`src/rtl/alu_mul_seq.sv`:
```
// Sequential 8x8 -> 16-bit unsigned multiplier that borrows the shared ALU
// for every shift-add step (ADD, CMP_LS for the carry, LSR for both halves).
module alu_mul_seq #(
    parameter int unsigned           W        = 8,
    parameter int unsigned           Ops      = 5,
    parameter logic [Ops-1:0]        OP_ADD   = Ops'(16),
    parameter logic [Ops-1:0]        OP_CMPLS = Ops'(13),
    parameter logic [Ops-1:0]        OP_LSR   = Ops'(15)
) (
    input  logic           Clk,
    input  logic           Reset,
    input  logic           Start,
    input  logic [W-1:0]   MulA,
    input  logic [W-1:0]   MulB,
    output logic           Busy,
    output logic           Done,
    output logic [W-1:0]   ProdHi,
    output logic [W-1:0]   ProdLo,
    output logic           AluReq,
    input  logic           AluGnt,
    output logic [Ops-1:0] AluOp,
    output logic [W-1:0]   AluA,
    output logic [W-1:0]   AluB,
    input  logic [W-1:0]   AluOut
);

    typedef enum logic [2:0] {
        IDLE,
        S_ADD,
        S_CMP,
        S_SHL,
        S_SHH
    } state_t;

    state_t       state, state_n;
    logic [W-1:0] a_q;
    logic [W-1:0] t_q;
    logic         c_q;
    logic         bit_q;
    logic [2:0]   cnt_q;
    logic [W-1:0] prod_hi_q;
    logic [W-1:0] prod_lo_q;
    logic         done_q;

    always_ff @(posedge Clk) begin
        if (Reset) begin
            state <= IDLE;
        end else begin
            state <= state_n;
        end
    end

    // ALU operands are combinational from state: the ALU answers in the same cycle.
    always_comb begin
        state_n = state;
        AluOp   = '0;
        AluA    = '0;
        AluB    = '0;
        case (state)
            IDLE: begin
                if (Start) state_n = S_ADD;
            end
            S_ADD: begin
                AluOp = OP_ADD;
                AluA  = prod_hi_q;
                AluB  = a_q;
                if (AluGnt) state_n = S_CMP;
            end
            S_CMP: begin
                AluOp = OP_CMPLS;
                AluA  = t_q;
                AluB  = a_q;
                if (AluGnt) state_n = S_SHL;
            end
            S_SHL: begin
                AluOp = OP_LSR;
                AluA  = prod_lo_q;
                if (AluGnt) state_n = S_SHH;
            end
            S_SHH: begin
                AluOp = OP_LSR;
                AluA  = t_q;
                if (AluGnt) state_n = (cnt_q == 3'd7) ? IDLE : S_ADD;
            end
            default: state_n = IDLE;
        endcase
    end

    always_ff @(posedge Clk) begin
        if (Reset) begin
            a_q       <= '0;
            t_q       <= '0;
            c_q       <= 1'b0;
            bit_q     <= 1'b0;
            cnt_q     <= '0;
            prod_hi_q <= '0;
            prod_lo_q <= '0;
            done_q    <= 1'b0;
        end else begin
            done_q <= 1'b0;
            case (state)
                IDLE: begin
                    if (Start) begin
                        a_q       <= MulA;
                        prod_hi_q <= '0;
                        prod_lo_q <= MulB;
                        cnt_q     <= '0;
                    end
                end
                S_ADD: begin
                    if (AluGnt) begin
                        t_q   <= AluOut;
                        bit_q <= prod_lo_q[0];
                    end
                end
                S_CMP: begin
                    // A wrapped sum smaller than the addend means the add carried out.
                    if (AluGnt) begin
                        c_q <= bit_q & AluOut[0];
                        if (!bit_q) t_q <= prod_hi_q;
                    end
                end
                S_SHL: begin
                    if (AluGnt) prod_lo_q <= {t_q[0], AluOut[W-2:0]};
                end
                S_SHH: begin
                    if (AluGnt) begin
                        prod_hi_q <= {c_q, AluOut[W-2:0]};
                        cnt_q     <= cnt_q + 3'd1;
                        if (cnt_q == 3'd7) done_q <= 1'b1;
                    end
                end
                default: ;
            endcase
        end
    end

    assign Busy   = (state != IDLE);
    assign AluReq = Busy;
    assign Done   = done_q;
    assign ProdHi = prod_hi_q;
    assign ProdLo = prod_lo_q;

endmodule

```
`config.mk`:
```
export PLATFORM = sky130hd
export DESIGN_NAME = alu_mul_seq
export DESIGN_NICKNAME = d
export VERILOG_FILES = /design/src/rtl/alu_mul_seq.sv
export SDC_FILE = /design/constraint.sdc
export NUM_CORES = 1
export LEC_CHECK = 0
export CAP_MARGIN = 20
export CELL_PAD_IN_SITES_DETAIL_PLACEMENT = 1
export CELL_PAD_IN_SITES_GLOBAL_PLACEMENT = 1
export CORE_AREA = 2 2 62 108
export DETAILED_ROUTE_END_ITERATION = 7
export DIE_AREA = 0 0 64 110
export PLACE_DENSITY = 0.81
export SLEW_MARGIN = 25
export SYNTH_ARGS = -nofsm -noshare
export SYNTH_HDL_FRONTEND = slang
export SYNTH_SLANG_ARGS = --single-unit
export TNS_END_PERCENT = 30
```
`constraint.sdc`:
```
create_clock -name Clk -period 4.14 [get_ports Clk]
set_input_delay 0.621 -clock Clk [delete_from_list [all_inputs] [get_ports Clk]]
set_output_delay 0.621 -clock Clk [all_outputs]
set_load 0.01 [all_outputs]
```
==> results of run 1 <==
logic make-up (layout without fill, tap and decap cells):
family	Yosys count	after routing	synth area share
AND/OR/NAND/NOR	125	125	0.261
AO/OA/AOI/OAI	65	65	0.214
buffers and inverters	25	80	0.0572
flip-flops	41	41	0.379
adder cells (fa/ha/maj)	2	2	0.0115
multiplexers	16	16	0.0739
XOR/XNOR	1	1	0.00404
cell type report:
cell class                 count  area [µm²]  share of cell area
clock inverter                 1        5.00             0.00170
timing repair buffer          71         701               0.238
sequential                    41         821               0.278
inverter                       1        3.75             0.00127
tap                           80         100              0.0339
multi-input combinational    209        1220               0.415
clock buffer                   7        96.3              0.0327
per-stage QoR:
stage	hold WS, ns	utilization
after detailed placement	0.448	0.464
after global routing	0.485	0.481
final	0.457	0.481
after global placement	0.437	0.464
after CTS	0.461	0.481
after floorplan	0.432	-
sequential cells by signal, summed over array words and instances (netlist names):
| signal | count |
|---|---|
| bit_q | 1 |
| t_q | 8 |
| c_q | 1 |
| ProdHi | 8 |
| Done | 1 |
| state | 3 |
| cnt_q | 3 |
| ProdLo | 8 |
| a_q | 8 |
worst max-delay path by stage:
stage | start | end | slack [ns] | cells past startpoint
2_1_floorplan | state[1] | AluOp[2] | 2.17 | 4
3_3_place_gp | state[0] | AluA[6] | 1.00 | 4
3_5_place_dp | state[0] | AluA[4] | 0.92 | 4
4_1_cts | state[0] | AluA[4] | 0.50 | 4
5_1_grt | state[0] | AluA[4] | 0.36 | 4
6_report | state[0] | AluA[4] | 0.59 | 4
report_power, final:
group / internal, W / switching [W]
registers: 0.000420 / 0.0000296
logic: 0.000111 / 0.000124
clock network: 0.000151 / 0.000144
metal layers:
layer / part of all wire / vias up / GRT usage
met1: 0.39 / 1089 / 0.209
met5: 0 / - / 0
met4: 0.021 / 0 / 0.0885
li1: - / 1058 / -
met3: 0.030 / 13 / 0.0264
met2: 0.56 / 60 / 0.415
layout by cell type (no fill, tap or decap):
cell | netlist | layout
sky130_fd_sc_hd__clkdlybuf4s50_1 | 0 | 67
sky130_fd_sc_hd__nand2_1 | 59 | 59
sky130_fd_sc_hd__dfxtp_1 | 41 | 41
sky130_fd_sc_hd__a21oi_1 | 32 | 32
sky130_fd_sc_hd__nor2_1 | 29 | 29
sky130_fd_sc_hd__mux2i_1 | 16 | 16
sky130_fd_sc_hd__o21ai_0 | 13 | 13
sky130_fd_sc_hd__nand4_1 | 10 | 10
sky130_fd_sc_hd__and2_1 | 9 | 9
sky130_fd_sc_hd__a221oi_2 | 7 | 7
sky130_fd_sc_hd__clkbuf_8 | 0 | 7
sky130_fd_sc_hd__a311oi_1 | 6 | 6
sky130_fd_sc_hd__nand2b_1 | 4 | 4
sky130_fd_sc_hd__buf_4 | 5 | 4
sky130_fd_sc_hd__or3_1 | 3 | 3
sky130_fd_sc_hd__nor3_1 | 3 | 3
sky130_fd_sc_hd__nor2_2 | 3 | 3
sky130_fd_sc_hd__a311oi_2 | 2 | 2
sky130_fd_sc_hd__ha_1 | 2 | 2
sky130_fd_sc_hd__nor2b_1 | 1 | 1
sky130_fd_sc_hd__clkinv_1 | 1 | 1
sky130_fd_sc_hd__or2_2 | 1 | 1
sky130_fd_sc_hd__a211o_1 | 1 | 1
sky130_fd_sc_hd__or4b_1 | 1 | 1
sky130_fd_sc_hd__o21ai_4 | 1 | 1
sky130_fd_sc_hd__o21a_1 | 1 | 1
sky130_fd_sc_hd__nor2_4 | 1 | 1
sky130_fd_sc_hd__a221oi_1 | 1 | 1
sky130_fd_sc_hd__o22a_1 | 1 | 1
sky130_fd_sc_hd__nand3_1 | 1 | 1
sky130_fd_sc_hd__xnor2_1 | 1 | 1
sky130_fd_sc_hd__clkinv_2 | 0 | 1
worst max-delay path, cell delays in order, from the launching register on:
cell	delay, ns
sky130_fd_sc_hd__dfxtp_1	0.89
sky130_fd_sc_hd__nor2b_1	0.75
sky130_fd_sc_hd__a21oi_1	0.18
sky130_fd_sc_hd__o21ai_0	0.23
sky130_fd_sc_hd__clkdlybuf4s50_1	0.58
==> metrics.sh, run 1 <==
YS.WARNINGS.COUNT=0
FIRST_PASS_GRT_WIRE_LENGTH_UM=11100
FINAL_HOLD_VIO_COUNT=0
ROUTE.DETAILED.DRC=0
HOLD_CLASS='reg -> reg'
TOTAL_NUMBER_OF_H_TREE_LEVELS=2
DIE_AREA_UM2=7040
NETLIST_INSTANCES=275
MIN_PERIOD_NS=3.55
POST-ROUTE-WORST-SETUP-SLACK_NS=0.593
VDD.IR_DROP.WORST_mV=0.221
ANTENNA-DIODE-COUNT=0
WORSTHOLDSTART='a_q[0]'
WORSTPATHREQUIRED_NS=3.52
SYN_TO_FINAL_GROWTH_PCT=36.1
REG2REGPATHDEPTH=4
INSTANCE_COUNT_ALONG_THE_MOST_CRITICAL_HOLD_PATH=2
FINALINSTANCEAREA_UM2=2950
YS_DOMINANT_REG_CELL='sky130_fd_sc_hd__dfxtp_1'
CTS_INSERTED_BUFFERS=5
SYNTH_TOP_AREA_CELL='sky130_fd_sc_hd__dfxtp_1'
ROUTE.DETAILED.VIAS_PER_INST=5.41
CLOCK_SINK_COUNT=41
GRT_START_MAX_NET_PINS=42
SYN_NETS=305
TIMING.RR.START='state[0]'
WORST_CLOCK_SKEW_NS=0.00787
GRT_OVERFLOW=0
HOLD_PATH_END='a_q[0]'
SYNTH-SEQ-CELLS=41
CTS.REPORTEDPATHS.CLKPINSLEW_NS=0.08
SYNTH_AREA_PER_CELL_UM2=7.88
PLACE_CONGESTION=0.805
CTS_POST_SETUP_BUFFERS_INSERTED=0
DETAIL_ROUTE.FIRST_PASS.ITERATIONS=4
FINALNONFILLERCELLS=410
CLK_ROOT_BUFFER_CELL='sky130_fd_sc_hd__clkbuf_8'
TOP_LEVEL_PORTS=68
DR_TOTAL_VIAS=2220
TIMING.CRITICAL_PATH.FANOUT_MAX=20
POWER_DENSITY_RELATIVE_TO_CELL_AREA_nW_PER_UM2=332
YOSYS-TOP-CELLS-COUNT='59 x sky130_fd_sc_hd__nand2_1, 41 x sky130_fd_sc_hd__dfxtp_1, 32 x sky130_fd_sc_hd__a21oi_1'
END_KIND='primary output'
TIMING.SLEW.HEADROOM=0.370
SYNTH.TOP_CELLS.BY_AREA='sky130_fd_sc_hd__dfxtp_1 38%, sky130_fd_sc_hd__nand2_1 10%, sky130_fd_sc_hd__a21oi_1 7.4%'
SYNTH_SEQUENTIAL_AREA_RATIO=0.379
ROUTED_WIRELENGTH_UM=7130
DIE_WIDTH_UM=64
DP_SLACK_NS=0.917
NUMBER_OF_SYNTHESIZED_FLOPS_WITH_AN_ENABLE_PIN=0
CORE_AREA_UM2=6130
POWER.STATIC_LEAKAGE_nW=1.00
POST_CTS.RESIZED_INSTANCES=0
ANTENNA_FOUND_INITIAL=0
DRIVE_ABOVE_1_SHARE=0.0818
DRTITER0DRC=44
LAYOUT.FILLER_CELLS=756
FINAL-SETUP-VIOL-COUNT=0
DETAIL-ROUTE-ANTENNA-NETS=0
SYNTH.MOST_COMMON_CELL='sky130_fd_sc_hd__nand2_1'
STARTING_DENSITY=0.353
DRV_SLEW=0
NUMBER_OF_PLACEMENT_ROWS=38
TIGHTEST_SLEW_NS=0.938
ROUTEDWLPERCELL_UM=17.4
POST-DP-HPWL_UM=5040
WORST_EP_ARRIVAL_TIME_NS=2.93
POST-PLACE-CELLS=402
OUTCOME='completed'
GLOBALROUTETOTALUTIL=0.207
NETLIST-CELL-TYPE-COUNT=33
TIMING_WORST_SETUP_PATH_TYPE='reg -> out'
CELL_AREA_AFTER_TECHNOLOGY_MAPPING_UM2=2170
CTS_HOLD_BUFFERS=0
SYNTH_LARGEST_TYPE_AREA_FRACTION=0.379
ASYNC_FLOP_SHARE=0
FIN_NETS=359
PLACED_AREA_UM2=2850
CLK-INSERTION-DELAY-LATE_NS=0.29
RSZ0062_AT_GRT='no'
DIE_HEIGHT_UM=110
SUM_OF_INTERNAL_SWITCHING_AND_LEAKAGE_POWER_W=0.000979
TRITONCTS_CLOCK_TREE='yes'
IO_BUFFERS=67
CLOCK_PATH_BUFFERS=2
FF_TO_FF_SETUP_SLACK_NS=1.72
DRV_CAP=0
START_KIND='flop'
R2R_END='ProdLo[5]'
TIMING.FINAL.CRIT_SHARE=0.857
VIA_COUNT_OF_THE_FIRST_GLOBAL_ROUTING_PASS=2275
FIN_SETUP_TNS_NS=0
TIMING.FMAX_GHz=0.282
Note: power is estimated with default switching activity, not from simulation.
==> run 2, diff against run 1 <==
--- a/config.mk
+++ b/config.mk
@@ -5,13 +5,15 @@
 export SDC_FILE = /design/constraint.sdc
 export NUM_CORES = 1
 export LEC_CHECK = 0
+export ABC_AREA = 1
 export CAP_MARGIN = 20
 export CELL_PAD_IN_SITES_DETAIL_PLACEMENT = 1
 export CELL_PAD_IN_SITES_GLOBAL_PLACEMENT = 1
-export CORE_AREA = 2 2 62 108
+export CORE_AREA = 2 2 63 109
 export DETAILED_ROUTE_END_ITERATION = 7
-export DIE_AREA = 0 0 64 110
-export PLACE_DENSITY = 0.81
+export DIE_AREA = 0 0 65 111
+export PLACE_DENSITY = 0.8
+export REMOVE_ABC_BUFFERS = 1
 export SLEW_MARGIN = 25
 export SYNTH_ARGS = -nofsm -noshare
 export SYNTH_HDL_FRONTEND = slang
==> run 2 against run 1 <==
Fmax up 26%. Hold slack worse by 0.00097 ns. Sequential power up 27%. Register-to-register slack better by 0.53 ns. Wire length down 8.1%. Via count down 1.5%. Critical path depth up 2. Sequential share of layout area up 0.55 points. Clock-buffer cell count down 1.
==> metrics.sh, run 2 <==
NETLIST_INSTANCES=309  # +12%
WORSTPATHREQUIRED_NS=3.52  # about the same
END_KIND='primary output'
SYNTH_LARGEST_TYPE_AREA_FRACTION=0.393  # +0.0143
CELL_AREA_AFTER_TECHNOLOGY_MAPPING_UM2=2090  # -3.6%
SETUP.WORST_PATH.START='state[0]'
WORST_CLOCK_SKEW_NS=0.00396  # -0.00391 ns
MOSTFREQUENTLAYOUTCELLS='69 x sky130_fd_sc_hd__nand2_1, 67 x sky130_fd_sc_hd__clkdlybuf4s50_1, 58 x sky130_fd_sc_hd__nor2_1, 41 x sky130_fd_sc_hd__dfxtp_1, 32 x sky130_fd_sc_hd__o21ai_0'
TIMING_WORST_SETUP_PATH_TYPE='reg -> out'
GRT_START_MAX_NET_PINS=39  # -7.1%
VDD.IR_DROP.WORST_mV=0.291  # +31%
DETAIL_ROUTE.FIRST_PASS.ITERATIONS=4  # unchanged
COMBINATIONAL_FAMILY_WITH_THE_MOST_AREA_AFTER_SYNTHESIS='simple AND/OR/NAND/NOR gates'
CTS_INSERTED_BUFFERS=5  # unchanged
TIGHTEST_SLEW_NS=0.602  # -0.336 ns
WORST_EP_ARRIVAL_TIME_NS=2.19  # -0.74 ns
AREA_OCCUPIED_BY_REGISTERS_UM2=821  # unchanged
POWER_DENSITY_RELATIVE_TO_CELL_AREA_nW_PER_UM2=613  # +85%
YS_DOMINANT_REG_CELL='sky130_fd_sc_hd__dfxtp_1'
SYNTH.TOP_CELLS.BY_AREA='sky130_fd_sc_hd__dfxtp_1 39%, sky130_fd_sc_hd__nand2_1 12%, sky130_fd_sc_hd__nor2_1 10%'
HOLD_CLASS='reg -> reg'
TOTAL_NUMBER_OF_H_TREE_LEVELS=2  # unchanged
FF_TO_FF_SETUP_SLACK_NS=2.25  # +0.53 ns
GLOBALROUTETOTALUTIL=0.194  # -0.0137
STARTING_DENSITY=0.327  # -0.0266
TIMING.FMAX_GHz=0.356  # +26%
XOR_AND_XNOR_AREA_SHARE_AFTER_SYNTHESIS=0  # -0.00404
ASYNC_FLOP_SHARE=0  # unchanged
CLOCK_PATH_BUFFERS=2  # unchanged
TIMING.CRITICAL_PATH.FANOUT_MAX=17  # -15%
REG2REGPATHDEPTH=7  # +3
FINAL_HOLD_VIO_COUNT=0  # unchanged
TOTAL_AREA_OF_MULTI_INPUT_COMBINATIONAL_CELLS_UM2=1020  # -16%
CTS.REPORTEDPATHS.CLKPINSLEW_NS=0.06  # -0.02 ns
ANTENNA_FOUND_INITIAL=0  # unchanged
CLOCK_SINK_COUNT=41  # unchanged
FIN_NETS=398  # +11%
POST_SYNTH_FA_HA_MAJ_AREA_FRACTION=0.0120  # +0.000436
NUMBER_OF_PLACEMENT_ROWS=39  # +2.6%
CLK-INSERTION-DELAY-LATE_NS=0.28  # about the same
TIMING.CRITICAL_PATH.TO='AluA[4]'
LEADING_CELL_TYPE_IN_THE_LAYOUT_FILL_AND_TAPS_EXCLUDED='sky130_fd_sc_hd__nand2_1'
DRV_SLEW=0  # unchanged
PLACE_CONGESTION=0.780  # -3.0%
CTS_POST_SETUP_BUFFERS_INSERTED=0  # unchanged
DETAIL-ROUTE-ANTENNA-NETS=0  # unchanged
POST_SYNTH_MUX_AREA_SHARE=0  # -0.0739
DRIVE_ABOVE_1_SHARE=0.0705  # -0.0114
ROUTE.DETAILED.VIAS_PER_INST=4.85  # -10%
DP_SLACK_NS=1.60  # +0.681 ns
CTS_HOLD_BUFFERS=0  # unchanged
CORE_AREA_UM2=6390  # +4.2%
SYN_TO_FINAL_GROWTH_PCT=38.5
ROUTED_WIRELENGTH_UM=6550  # -8.1%
DRV_CAP=0  # unchanged
START_KIND='flop'
TRITONCTS_CLOCK_TREE='yes'
TIMING.SLEW.HEADROOM=0.598  # +0.228
POST-DP-HPWL_UM=4780  # -5.2%
ROUTE.DETAILED.DRC=0  # unchanged
DRTITER0DRC=80  # +82%
POST-ROUTE-WORST-SETUP-SLACK_NS=1.33  # +0.738 ns
TIMING.FINAL.CRIT_SHARE=0.678  # -0.178
DIE_WIDTH_UM=65  # +1.6%
WORSTHOLDSTART='a_q[2]'
SYNTH_TOP_AREA_CELL='sky130_fd_sc_hd__dfxtp_1'
CLK_ROOT_BUFFER_CELL='sky130_fd_sc_hd__clkbuf_16'
NETLIST-CELL-TYPE-COUNT=25  # -24%
POWER.STATIC_LEAKAGE_nW=1.28  # +28%
FIRST_PASS_GRT_WIRE_LENGTH_UM=10800  # -3.3%
MIN_PERIOD_NS=2.81  # -0.738 ns
SYNTH.MOST_COMMON_CELL='sky130_fd_sc_hd__nand2_1'
SYNTH_SEQUENTIAL_AREA_RATIO=0.393  # +0.0143
YOSYS-TOP-CELLS-COUNT='69 x sky130_fd_sc_hd__nand2_1, 58 x sky130_fd_sc_hd__nor2_1, 41 x sky130_fd_sc_hd__dfxtp_1'
DIE_AREA_UM2=7220  # +2.5%
FINAL-SETUP-VIOL-COUNT=0  # unchanged
DR_TOTAL_VIAS=2187  # -1.5%
POST_CTS.RESIZED_INSTANCES=0  # unchanged
ROUTEDWLPERCELL_UM=14.5  # -16%
R2R_END='ProdHi[3]'
VIA_COUNT_OF_THE_FIRST_GLOBAL_ROUTING_PASS=2215  # -2.6%
TOP_LEVEL_PORTS=68  # unchanged
LAYOUT.FILLER_CELLS=806  # +6.6%
NUMBER_OF_SYNTHESIZED_FLOPS_WITH_AN_ENABLE_PIN=0  # unchanged
TIMING.RR.START='state[2]'
OUTCOME='completed'
YS.WARNINGS.COUNT=0  # unchanged
DIE_HEIGHT_UM=111  # +0.91%
ANTENNA-DIODE-COUNT=0  # unchanged
GRT_OVERFLOW=0  # unchanged
SYNTH-SEQ-CELLS=41  # unchanged
FIN_SETUP_TNS_NS=0  # unchanged
SYNTH_AREA_PER_CELL_UM2=6.76  # -14%
YOSYS.AREA_SHARE.SIMPLE=0.294  # +0.0332
RSZ0062_AT_GRT='no'
IO_BUFFERS=67  # unchanged
SYNTH_COMPOUND_AREA_FRAC=0.183  # -0.0309
==> run 2: cell types whose count changed in the layout (fill, tap and decap cells not counted), sizes merged, moves of 11 or more <==
cell   previous run  this run
o21ai            14        42
nand2            59        76
inv               0        36
a21oi            32        21
mux2i            16         0
nor2             33        62
==> run 2: cells by family (layout without fill, tap and decap cells) <==
family	after synthesis	in the layout
flip-flops	41	41
buffers and inverters	51	111
AO/OA/AOI/OAI	72	72
AND/OR/NAND/NOR	143	143
adder cells (fa/ha/maj)	2	2
==> run 2: report_power, final <==
group          internal, W  switching [W]  leakage, nW
Sequential        0.000497      0.0000742        0.337
Clock             0.000221       0.000154       0.0706
Combinational     0.000348       0.000478        0.870
==> run 2: layer usage <==
metal | vias to the layer above | track usage | part of all wire
met5 | - | 0 | 0
met4 | 0 | 0.0936 | 0.031
met3 | 14 | 0.0254 | 0.035
met2 | 49 | 0.361 | 0.53
met1 | 1033 | 0.205 | 0.40
li1 | 1091 | - | -
==> run 2: metrics by stage <==
stage | cells | total power (W) | util | hold WS [ns] | instance area, µm²
after CTS | 451 | 0.00180 | 0.452 | 0.460 | 2890
final | 451 | 0.00177 | 0.452 | 0.456 | 2890
after floorplan | 294 | 0.00101 | - | 0.432 | 1980
after global routing | 451 | 0.00190 | 0.452 | 0.479 | 2890
after global placement | 443 | 0.00139 | 0.431 | 0.440 | 2750
after detailed placement | 443 | 0.00141 | 0.431 | 0.451 | 2750
==> run 2: how the worst min path moves through the flow <==
stage	depth (start not counted)	to
global route	2	a_q[6]
detailed placement	2	a_q[2]
finish	2	a_q[2]
global placement	2	a_q[5]
floorplan	2	a_q[0]
CTS	2	a_q[2]
==> run 2: critical path, stage by stage (launching register included) <==
cell and delay, ns:
sky130_fd_sc_hd__dfxtp_1 0.38, sky130_fd_sc_hd__nor2_2 0.18, sky130_fd_sc_hd__nand2_4 0.16, sky130_fd_sc_hd__nand2_1 0.24, sky130_fd_sc_hd__inv_1 0.13, sky130_fd_sc_hd__o21ai_0 0.23, sky130_fd_sc_hd__clkdlybuf4s50_1 0.58
==> run 2: layout make-up <==
cell class                 count  area share
timing repair buffer          67       0.232
clock buffer                   6      0.0446
clock inverter                 2     0.00346
tap                           82      0.0355
multi-input combinational    217       0.353
sequential                    41       0.284
inverter                      36      0.0476
